$ cat src/rtl/uart_tx_fifo_if.sv
// Host-side write port and status outputs of the UART transmit FIFO.
// The FIFO block is the slave; the LPC decoder (or a bench) is the master.
interface uart_tx_fifo_if #(
    parameter int DATA_BITS = 8,
    parameter int DEPTH     = 16
);
    logic [DATA_BITS-1:0]   data;
    logic                   data_valid;
    logic                   full;
    logic [$clog2(DEPTH):0] level;
    logic                   overrun;
    logic                   busy;
    logic                   UART_TX;

    modport master (
        output data, data_valid,
        input  full, level, overrun, busy, UART_TX
    );

    modport slave (
        input  data, data_valid,
        output full, level, overrun, busy, UART_TX
    );
endinterface

$ cat src/rtl/uart_tx_fifo.sv
// UART transmitter fed by a DEPTH-entry FIFO; queued characters are sent back-to-back
// with configurable word length, parity and stop bits.
module uart_tx_fifo #(
    parameter int DATA_BITS = 8,
    parameter int DEPTH     = 16,
    parameter int CLK_DIV   = 286,
    parameter int PARITY    = 0,
    parameter int STOP_BITS = 1
) (
    input  logic          LPC_CLK,
    input  logic          LPC_RST,
    uart_tx_fifo_if.slave bus
);
    localparam int PTR_W = $clog2(DEPTH);
    localparam int LVL_W = PTR_W + 1;
    localparam int CNT_W = $clog2(CLK_DIV);
    localparam int IDX_W = 3;

    typedef enum logic [2:0] {
        ST_IDLE,
        ST_START,
        ST_DATA,
        ST_PARITY,
        ST_STOP
    } state_e;

    logic [DATA_BITS-1:0] mem_q [DEPTH];
    logic [PTR_W-1:0]     wr_ptr_q;
    logic [PTR_W-1:0]     rd_ptr_q;
    logic [LVL_W-1:0]     level_q;
    logic [LVL_W-1:0]     level_d;
    logic                 overrun_q;
    state_e               state_q;
    state_e               state_d;
    logic [CNT_W-1:0]     cnt_q;
    logic [CNT_W-1:0]     cnt_d;
    logic [IDX_W-1:0]     idx_q;
    logic [IDX_W-1:0]     idx_d;
    logic [DATA_BITS-1:0] shift_q;
    logic [DATA_BITS-1:0] shift_d;
    logic                 tx_q;
    logic                 tx_d;

    logic full;
    logic wr_en;
    logic pop;
    logic bit_end;
    logic parity_bit;

    // A write against a full FIFO is dropped even if a pop frees a slot on the same edge.
    assign full       = (level_q == LVL_W'(DEPTH));
    assign wr_en      = bus.data_valid && !full;
    assign bit_end    = (cnt_q == CNT_W'(CLK_DIV - 1));
    assign level_d    = level_q + LVL_W'(wr_en) - LVL_W'(pop);
    assign parity_bit = (PARITY == 1) ? ~(^shift_q) : (^shift_q);

    // NOTE: FIFO storage is not reset; level and pointers alone decide which entries are valid.
    always_ff @(posedge LPC_CLK) begin
        if (wr_en) begin
            mem_q[wr_ptr_q] <= bus.data;
        end
    end

    // NOTE: registers use non-blocking assignments so every one of them samples pre-edge values.
    always_ff @(posedge LPC_CLK or negedge LPC_RST) begin
        if (!LPC_RST) begin
            wr_ptr_q  <= '0;
            rd_ptr_q  <= '0;
            level_q   <= '0;
            overrun_q <= 1'b0;
            state_q   <= ST_IDLE;
            cnt_q     <= '0;
            idx_q     <= '0;
            shift_q   <= '0;
            tx_q      <= 1'b1;
        end else begin
            if (wr_en) begin
                wr_ptr_q <= wr_ptr_q + PTR_W'(1);
            end
            if (pop) begin
                rd_ptr_q <= rd_ptr_q + PTR_W'(1);
            end
            level_q   <= level_d;
            overrun_q <= bus.data_valid && full;
            state_q   <= state_d;
            cnt_q     <= cnt_d;
            idx_q     <= idx_d;
            shift_q   <= shift_d;
            tx_q      <= tx_d;
        end
    end

    // NOTE: every output of this block gets a default first, so no path can infer a latch.
    always_comb begin
        state_d = state_q;
        cnt_d   = bit_end ? '0 : cnt_q + CNT_W'(1);
        idx_d   = idx_q;
        shift_d = shift_q;
        pop     = 1'b0;
        tx_d    = 1'b1;

        unique case (state_q)
            ST_IDLE: begin
                cnt_d = '0;
                if (level_q != '0) begin
                    pop     = 1'b1;
                    shift_d = mem_q[rd_ptr_q];
                    state_d = ST_START;
                end
            end
            ST_START: begin
                if (bit_end) begin
                    state_d = ST_DATA;
                    idx_d   = '0;
                end
            end
            ST_DATA: begin
                if (bit_end) begin
                    if (idx_q == IDX_W'(DATA_BITS - 1)) begin
                        state_d = (PARITY != 0) ? ST_PARITY : ST_STOP;
                        idx_d   = '0;
                    end else begin
                        idx_d = idx_q + IDX_W'(1);
                    end
                end
            end
            ST_PARITY: begin
                if (bit_end) begin
                    state_d = ST_STOP;
                end
            end
            ST_STOP: begin
                // idx counts stop bits here; the last one chains straight into the next frame.
                if (bit_end) begin
                    if (idx_q == IDX_W'(STOP_BITS - 1)) begin
                        idx_d = '0;
                        if (level_q != '0) begin
                            pop     = 1'b1;
                            shift_d = mem_q[rd_ptr_q];
                            state_d = ST_START;
                        end else begin
                            state_d = ST_IDLE;
                        end
                    end else begin
                        idx_d = idx_q + IDX_W'(1);
                    end
                end
            end
            default: state_d = ST_IDLE;
        endcase

        // The line level is registered, so it is derived from the state being entered.
        case (state_d)
            ST_START:  tx_d = 1'b0;
            ST_DATA:   tx_d = shift_d[idx_d];
            ST_PARITY: tx_d = parity_bit;
            default:   tx_d = 1'b1;
        endcase
    end

    assign bus.full    = full;
    assign bus.level   = level_q;
    assign bus.overrun = overrun_q;
    assign bus.busy    = (state_q != ST_IDLE) || (level_q != '0);
    assign bus.UART_TX = tx_q;
endmodule

$ cat src/flat_wrapper.sv
// flat-port wrapper written by rule: the top's interface ports become plain ports
module uart_tx_fifo_flat 
#(
    parameter int DATA_BITS = 8,
    parameter int DEPTH     = 16,
    parameter int CLK_DIV   = 286,
    parameter int PARITY    = 0,
    parameter int STOP_BITS = 1
)
  (LPC_CLK, LPC_RST, bus_data, bus_data_valid, bus_full, bus_level, bus_overrun, bus_busy, bus_UART_TX);
  uart_tx_fifo_if #(.DATA_BITS(DATA_BITS), .DEPTH(DEPTH)) bus_i ();
  input  logic LPC_CLK;
  input  logic LPC_RST;
  input wire logic [$bits(bus_i.data)-1:0] bus_data;
  input wire logic [$bits(bus_i.data_valid)-1:0] bus_data_valid;
  output wire logic [$bits(bus_i.full)-1:0] bus_full;
  output wire logic [$bits(bus_i.level)-1:0] bus_level;
  output wire logic [$bits(bus_i.overrun)-1:0] bus_overrun;
  output wire logic [$bits(bus_i.busy)-1:0] bus_busy;
  output wire logic [$bits(bus_i.UART_TX)-1:0] bus_UART_TX;
  assign bus_i.data = bus_data;
  assign bus_i.data_valid = bus_data_valid;
  assign bus_full = bus_i.full;
  assign bus_level = bus_i.level;
  assign bus_overrun = bus_i.overrun;
  assign bus_busy = bus_i.busy;
  assign bus_UART_TX = bus_i.UART_TX;
  uart_tx_fifo #(.DATA_BITS(DATA_BITS), .DEPTH(DEPTH), .CLK_DIV(CLK_DIV), .PARITY(PARITY), .STOP_BITS(STOP_BITS)) u_core (.LPC_CLK(LPC_CLK), .LPC_RST(LPC_RST), .bus(bus_i));
endmodule
$ cat config.mk
export PLATFORM = sky130hd
export DESIGN_NAME = uart_tx_fifo_flat
export DESIGN_NICKNAME = d
export VERILOG_FILES = /design/src/rtl/uart_tx_fifo_if.sv /design/src/rtl/uart_tx_fifo.sv /design/src/flat_wrapper.sv
export SDC_FILE = /design/constraint.sdc
export NUM_CORES = 1
export LEC_CHECK = 0
export CORE_MARGIN = 4
export CORE_UTILIZATION = 45
export CTS_CLUSTER_DIAMETER = 60
export DETAILED_ROUTE_END_ITERATION = 8
export DONT_BUFFER_PORTS = 1
export PLACE_DENSITY = 0.6
export RECOVER_POWER = 50
export SLEW_MARGIN = 20
export SYNTH_ARGS = -nofsm -noshare
export SYNTH_HDL_FRONTEND = slang
export SYNTH_SLANG_ARGS = --single-unit
$ cat constraint.sdc
create_clock -name LPC_CLK -period 7.7 [get_ports LPC_CLK]
set_input_delay 1.54 -clock LPC_CLK [delete_from_list [all_inputs] [get_ports LPC_CLK]]
set_output_delay 1.54 -clock LPC_CLK [all_outputs]
set_load 0.02 [all_outputs]
==> metrics.txt, run 1 <==
Seq cells post-synth=166; outcome=finished, final reports clean; CTS tree=done; post_cts resized=0; Congestion Overflow GR=0; Reg clk slew, reported paths=~60 ps; vias in the first global route=3801; Total Nets Final=476; power share of the combinational group=0.112; Boundary Pins=20; Reg power frac=0.530; sequential share of the synthesized area=0.664; initial antenna violation count=0; WP data arrival=2060 ps; CTS Buf Count=17; Fin Hold WS=517 ps; top cells by area, synth=edfxtp_1, dfrtp_1, mux4_2; ys flop type=edfxtp_1; via count=3634; vias per cell=5.37; Yosys cell types=64; core area=0.0158 mm2; setup TNS=0 ps; asr flop ratio synth=0.229; layout cells sized above 1=0.193; die area=0.0181 mm2; FMAX=about 0.28 GHz; RSZ-0062 raised after global routing=no; Residual DRC=0; leakage=about 2.8 nW; EDFF count, synth=128; peak supply drop=0.156 mV; critical path type=reg -> out; top-area cell type share of the netlist area=0.532; Syn Std Cell Area=0.00723 mm2; Final Hold Vio Count=0; Clock Tree Root=clkbuf_16; Mean Syn Cell Area=16.4 um2; Die Y=135 um; Fin Clk Skew=8.92 ps; largest net degree at the start of global routing=39; FP Rows=46; Max-slew headroom=0.391; ANT nets after route=0; routed len/inst=19.8 um; CTS H-tree lvls=4; fin crit share=0.467; Initial Util=0.457; Longest Clk Path Bufs=2; Pint=around 1.6 mW; Tmin final=3600 ps; max-cap violations=0; Worst setup SP type=flop; Yosys top cell by area=edfxtp_1; HPWL Detailed=8890 um; Least-Margin Pin Slew=between 900 and 1000 ps; fin util=0.505; Clock power frac=0.358; Critical Path End Type=primary output; pre-CTS setup slack=4210 ps; TritonRoute pass-1 iters=4; first-pass GRT wire length=21600 um; Synth Instances=440; Post-CTS Repair Setup Buffers=0; Post-CTS Hold Fix Bufs=0; setup ws final=4100 ps; Switching Share=0.266; Clock Sinks=166; number of setup violations in the final report=0; clock latency on the worst-skew pair=about 420 ps; Synth Warn #=0; fin. max-slew vios=0; Die Width=135 um; fillers=1321; syn_nets=468; routability congestion estimate=0.831; total track usage=0.161; CP required=slightly above 6000 ps; First DRT Iteration DRCs=317; worst min path class=reg -> reg; Switch Pwr=0.570 mW; PortBufs=0; cell area power density=269 mW/mm2; Ant. Diodes=0; final wirelength=13400 um; Crit Path Max Fanout=3; area grow syn2layout=10.5%
-- power by group through the flow --
stage	Combinational (mW)	Sequential [mW]	Clock, mW
finish	0.241	1.14	0.767
detailed placement	0.241	1.16	0
CTS	0.242	1.14	0.784
floorplan	0.188	1.12	0
global route	0.268	1.15	0.828
global placement	0.237	1.15	0
-- stage by stage --
stage	total power [mW]	instances	instance area [um2]
6_report	2.15	677	7990
5_1_grt	2.24	677	7990
4_1_cts	2.16	677	7970
3_5_place_dp	1.40	645	7440
3_3_place_gp	1.39	645	7430
2_1_floorplan	1.31	440	7230
-- routing by layer --
layer | up-vias | track usage | routed length, um
li1 | 1709 | - | -
met1 | 1857 | 0.212 | 5900
met2 | 58 | 0.264 | 6860
met4 | 0 | 0.0458 | 140
met5 | - | 0 | 0
met3 | 10 | 0.0469 | 479
-- cells in the mapped netlist (7+ instances only) --
cell type and number:
nor2_1 21, inv_1 26, a21oi_1 7, nand2_1 29, ha_1 16, dfrtp_1 37, nand3_1 10, mux4_2 30
xnor2_1 18, mux2i_1 8, edfxtp_1 128
-- cell type report --
type                       count  area (um2)  area share
multi-input combinational    230        2240       0.280
sequential                   166        4800       0.601
tap                          216         270      0.0338
inverter                      27         101      0.0127
clock buffer                  18         429      0.0537
clock inverter                14         104      0.0130
timing repair buffer           6        45.0     0.00564
-- placed cells by master, fill, tap and decap left out, types with 4 or more instances in the layout --
cell type	Yosys	final
nand3_1	10	10
xnor2_1	18	18
xor2_1	6	6
ha_1	16	16
and3_1	4	4
inv_1	26	26
edfxtp_1	128	128
mux4_2	30	30
nor3_2	0	4
nor4_2	0	4
mux4_1	4	4
nand2_1	29	30
clkbuf_16	0	17
buf_4	2	6
and2_1	6	6
o21ai_0	6	6
nor2_1	21	21
a31oi_1	5	5
dfrtp_1	37	36
clkinv_4	0	4
clkinv_2	0	4
a21oi_1	7	7
mux2i_1	8	8
-- sequential cells by signal, summed over array words and instances (netlist names) --
signal              count
u_core.mem_q          128
u_core.wr_ptr_q         4
u_core.bus.UART_TX      1
u_core.rd_ptr_q         4
u_core.shift_q          8
u_core.state_q          3
u_core.bus.level        5
u_core.idx_q            3
u_core.cnt_q            9
u_core.bus.overrun      1
-- worst max-delay path, stage by stage (launching register included) --
cell and delay [ps]:
dfrtp_1 470, inv_1 130, ha_1 180, nor4b_1 490, nand3_1 370
-- worst paths after layout --
path / depth (start not counted) / slack, ps / from / end
worst min register to register: 1 / 520 / u_core.cnt_q[0]$_DFF_PN0_ / u_core.cnt_q[0]$_DFF_PN0_
worst max-delay path: 4 / 4100 / u_core.bus.level[2]$_DFF_PN0_ / bus_busy
max in group asynchronous: 0 / 6700 / LPC_RST / u_core.bus.UART_TX$_DFF_PN1_
worst max register to register: 16 / 4290 / u_core.bus.level[2]$_DFF_PN0_ / u_core.bus.level[4]$_DFF_PN0_
worst min-delay path: 1 / 520 / u_core.cnt_q[0]$_DFF_PN0_ / u_core.cnt_q[0]$_DFF_PN0_
min in group asynchronous: 0 / 810 / LPC_RST / u_core.wr_ptr_q[3]$_DFFE_PN0P_
-- kinds of logic after synthesis --
logic type,after synthesis,synth area share
flip-flops,166,0.664
XOR/XNOR,24,0.0291
multiplexers,43,0.121
adder cells (fa/ha/maj),17,0.0305
AND/OR/NAND/NOR,106,0.0797
buffers and inverters,44,0.0324
AO/OA/AOI/OAI,40,0.0440
No activity file was read; power rests on OpenSTA's default activity.
==> run 2: changes to the inputs <==
==> constraint.sdc (replaced) <==
create_clock -name LPC_CLK -period 3.5 [get_ports LPC_CLK]
set_input_delay 0.7 -clock LPC_CLK [delete_from_list [all_inputs] [get_ports LPC_CLK]]
set_output_delay 0.7 -clock LPC_CLK [all_outputs]
set_load 0.02 [all_outputs]
==> metrics.txt, run 2 (synthesized netlist as in run 1, its figures left out) <==
Longest Clk Path Bufs=2 (unchanged); Worst setup SP type=flop; CTS H-tree lvls=4 (unchanged); vias per cell=5.43 (+1.1%); Final Instance Area=0.00815 mm2 (+2.1%); fillers=1310 (-0.83%); First DRT Iteration DRCs=243 (-23%); die area=0.0181 mm2 (unchanged); fin. max-slew vios=38 (+38); register area=0.00480 mm2 (unchanged); leakage=2.94 nW (+3.5%); Congestion Overflow GR=0 (unchanged); routability congestion estimate=0.838 (+0.79%); Reg clk slew, reported paths=70 ps (about the same); setup TNS=0 ps (unchanged); Final Hold Vio Count=0 (unchanged); core area=0.0158 mm2 (unchanged); Residual DRC=0 (unchanged); max-cap violations=1 (+1); fin crit share=0.889; TritonRoute pass-1 iters=4 (unchanged); CP Launch Point=u_core.bus.level[3]$_DFF_PN0_; vias in the first global route=3962 (+4.2%); layout cells sized above 1=0.208 (+0.0146); CTS tree=done; failing checks=max-capacitance violations, max-slew violations; FMAX=0.322 GHz; Die Width=135 um (unchanged); Area after DPL=0.00752 mm2 (+1.1%); RSZ-0062 raised after global routing=no; Max-slew headroom=-0.399 (-0.790); Least-Margin Pin Slew=2100 ps (+1180 ps); CP required=3800 ps (-2360 ps); Tmin final=slightly above 3000 ps; R2R Setup Slk=390 ps (-3900 ps); Total Nets Final=487 (+2.3%); HPWL Detailed=8980 um (+0.98%); outcome=finished, violations left; number of setup violations in the final report=0 (unchanged); area grow syn2layout=12.8%; Boundary Pins=20 (unchanged); Die Y=135 um (unchanged); peak supply drop=0.327 mV (+110%); WP data arrival=3410 ps (+1350 ps); Reg2Reg Depth=16 (unchanged); critical path type=reg -> reg; Initial Util=0.457 (unchanged); max reg flops=128 (unchanged); largest net degree at the start of global routing=38 (-2.6%); worst min path class=in -> async; Fin Clk Skew=9.29 ps (+0.365 ps); Ant. Diodes=0 (unchanged); Post-CTS Repair Setup Buffers=0 (unchanged); cell area power density=610 mW/mm2 (+130%); via count=3734 (+2.8%); commonest cells after routing, fill and taps aside=edfxtp_1, dfrtp_1, mux4_2; routed len/inst=19.2 um (-2.6%); most flop-heavy register=u_core.mem_q; Clock Sinks=166 (unchanged); initial antenna violation count=0 (unchanged); final wirelength=13200 um (-1.1%); FP Rows=46 (unchanged); ANT nets after route=0 (unchanged); CTS Buf Count=17 (unchanged); Clock Tree Root=clkbuf_16; end of the worst register-to-register path=u_core.bus.level[4]$_DFF_PN0_; total track usage=0.160 (-0.000906); most common cell after layout, fill and taps aside=edfxtp_1; Fin Hold WS=121 ps (-396 ps); biggest regs=u_core.mem_q: 128 flops, u_core.cnt_q: 9 flops, u_core.shift_q: 8 flops; Critical Path End Type=flop; Reg-to-Reg Start=u_core.bus.level[3]$_DFF_PN0_; first-pass GRT wire length=22000 um (+1.5%); clock latency on the worst-skew pair=420 ps (about the same); Crit Path Max Fanout=11 (+8); PortBufs=0 (unchanged); footprint of the multi-input gates=0.00223 mm2 (-0.50%)
[run 2: changes by cell type in the layout (fill, tap and decap cells not counted)]
cell and change:
nor3_1 +4, nor4b_1 -1, inv_6 -1, buf_4 +9
nor4b_2 +1, bufinv_16 +3, inv_8 +2, buf_12 +1
nand2_1 -1, nor3_2 -4, nand2_2 +1, clkinv_2 -3
[run 2: per-layer routing]
layer	up-vias	GRT usage	part of all wire
met5	-	0	0
met4	0	0.0549	0.013
met3	11	0.0317	0.030
met2	55	0.268	0.52
met1	1935	0.211	0.44
li1	1733	-	-
[run 2: repair_timing]
item                                    4_1_cts  5_1_grt
resized for setup                             0        1
hold buffers                                  1        0
endpoints found under the setup margin        0        1
hold endpoints to repair                     37        0
[run 2: how the worst max path moves through the flow]
stage / end / slack [ps] / cells past startpoint
final: u_core.bus.level[4]$_DFF_PN0_ / 390 / 16
after global routing: u_core.bus.level[4]$_DFF_PN0_ / 120 / 16
after CTS: u_core.bus.level[4]$_DFF_PN0_ / 160 / 16
after detailed placement: u_core.bus.level[4]$_DFF_PN0_ / 190 / 16
after global placement: u_core.bus.level[4]$_DFF_PN0_ / 400 / 16
after floorplan: u_core.bus.level[4]$_DFF_PN0_ / 490 / 17
[run 2: critical path, cell delays in order, from the launching register on]
cell	delay, ps
dfrtp_1	500
inv_1	110
ha_1	220
nor4b_2	190
nor3_1	340
nand2_2	230
inv_1	120
ha_1	230
inv_1	60
ha_1	150
inv_1	50
fa_1	400
inv_1	80
a21oi_1	60
nor2_1	90
nor2_1	60
xnor2_1	120
[run 2: stage by stage]
| step | setup slack, ps | std cells | power [mW] | util |
|---|---|---|---|---|
| global placement | 402 | 655 | 3.05 | 0.475 |
| detailed placement | 185 | 655 | 3.08 | 0.475 |
| global route | 125 | 688 | 5.20 | 0.515 |
| floorplan | 488 | 440 | 2.89 | - |
| finish | 390 | 688 | 4.97 | 0.515 |
| CTS | 157 | 688 | 5.03 | 0.516 |
[run 2: cell type report]
| type | instances | area share |
|---|---|---|
| clock buffer | 17 | 0.0522 |
| clock inverter | 15 | 0.0236 |
| multi-input combinational | 230 | 0.273 |
| tap | 216 | 0.0332 |
| inverter | 27 | 0.0124 |
| timing repair buffer | 17 | 0.0167 |
| sequential | 166 | 0.589 |
[run 2: power by group]
| part | leakage, nW | total (mW) | switching (mW) | internal, mW |
|---|---|---|---|---|
| Clock | 0.301 | 1.93 | 0.791 | 1.14 |
| Sequential | 1.62 | 2.50 | 0.162 | 2.34 |
| Combinational | 1.02 | 0.544 | 0.313 | 0.231 |
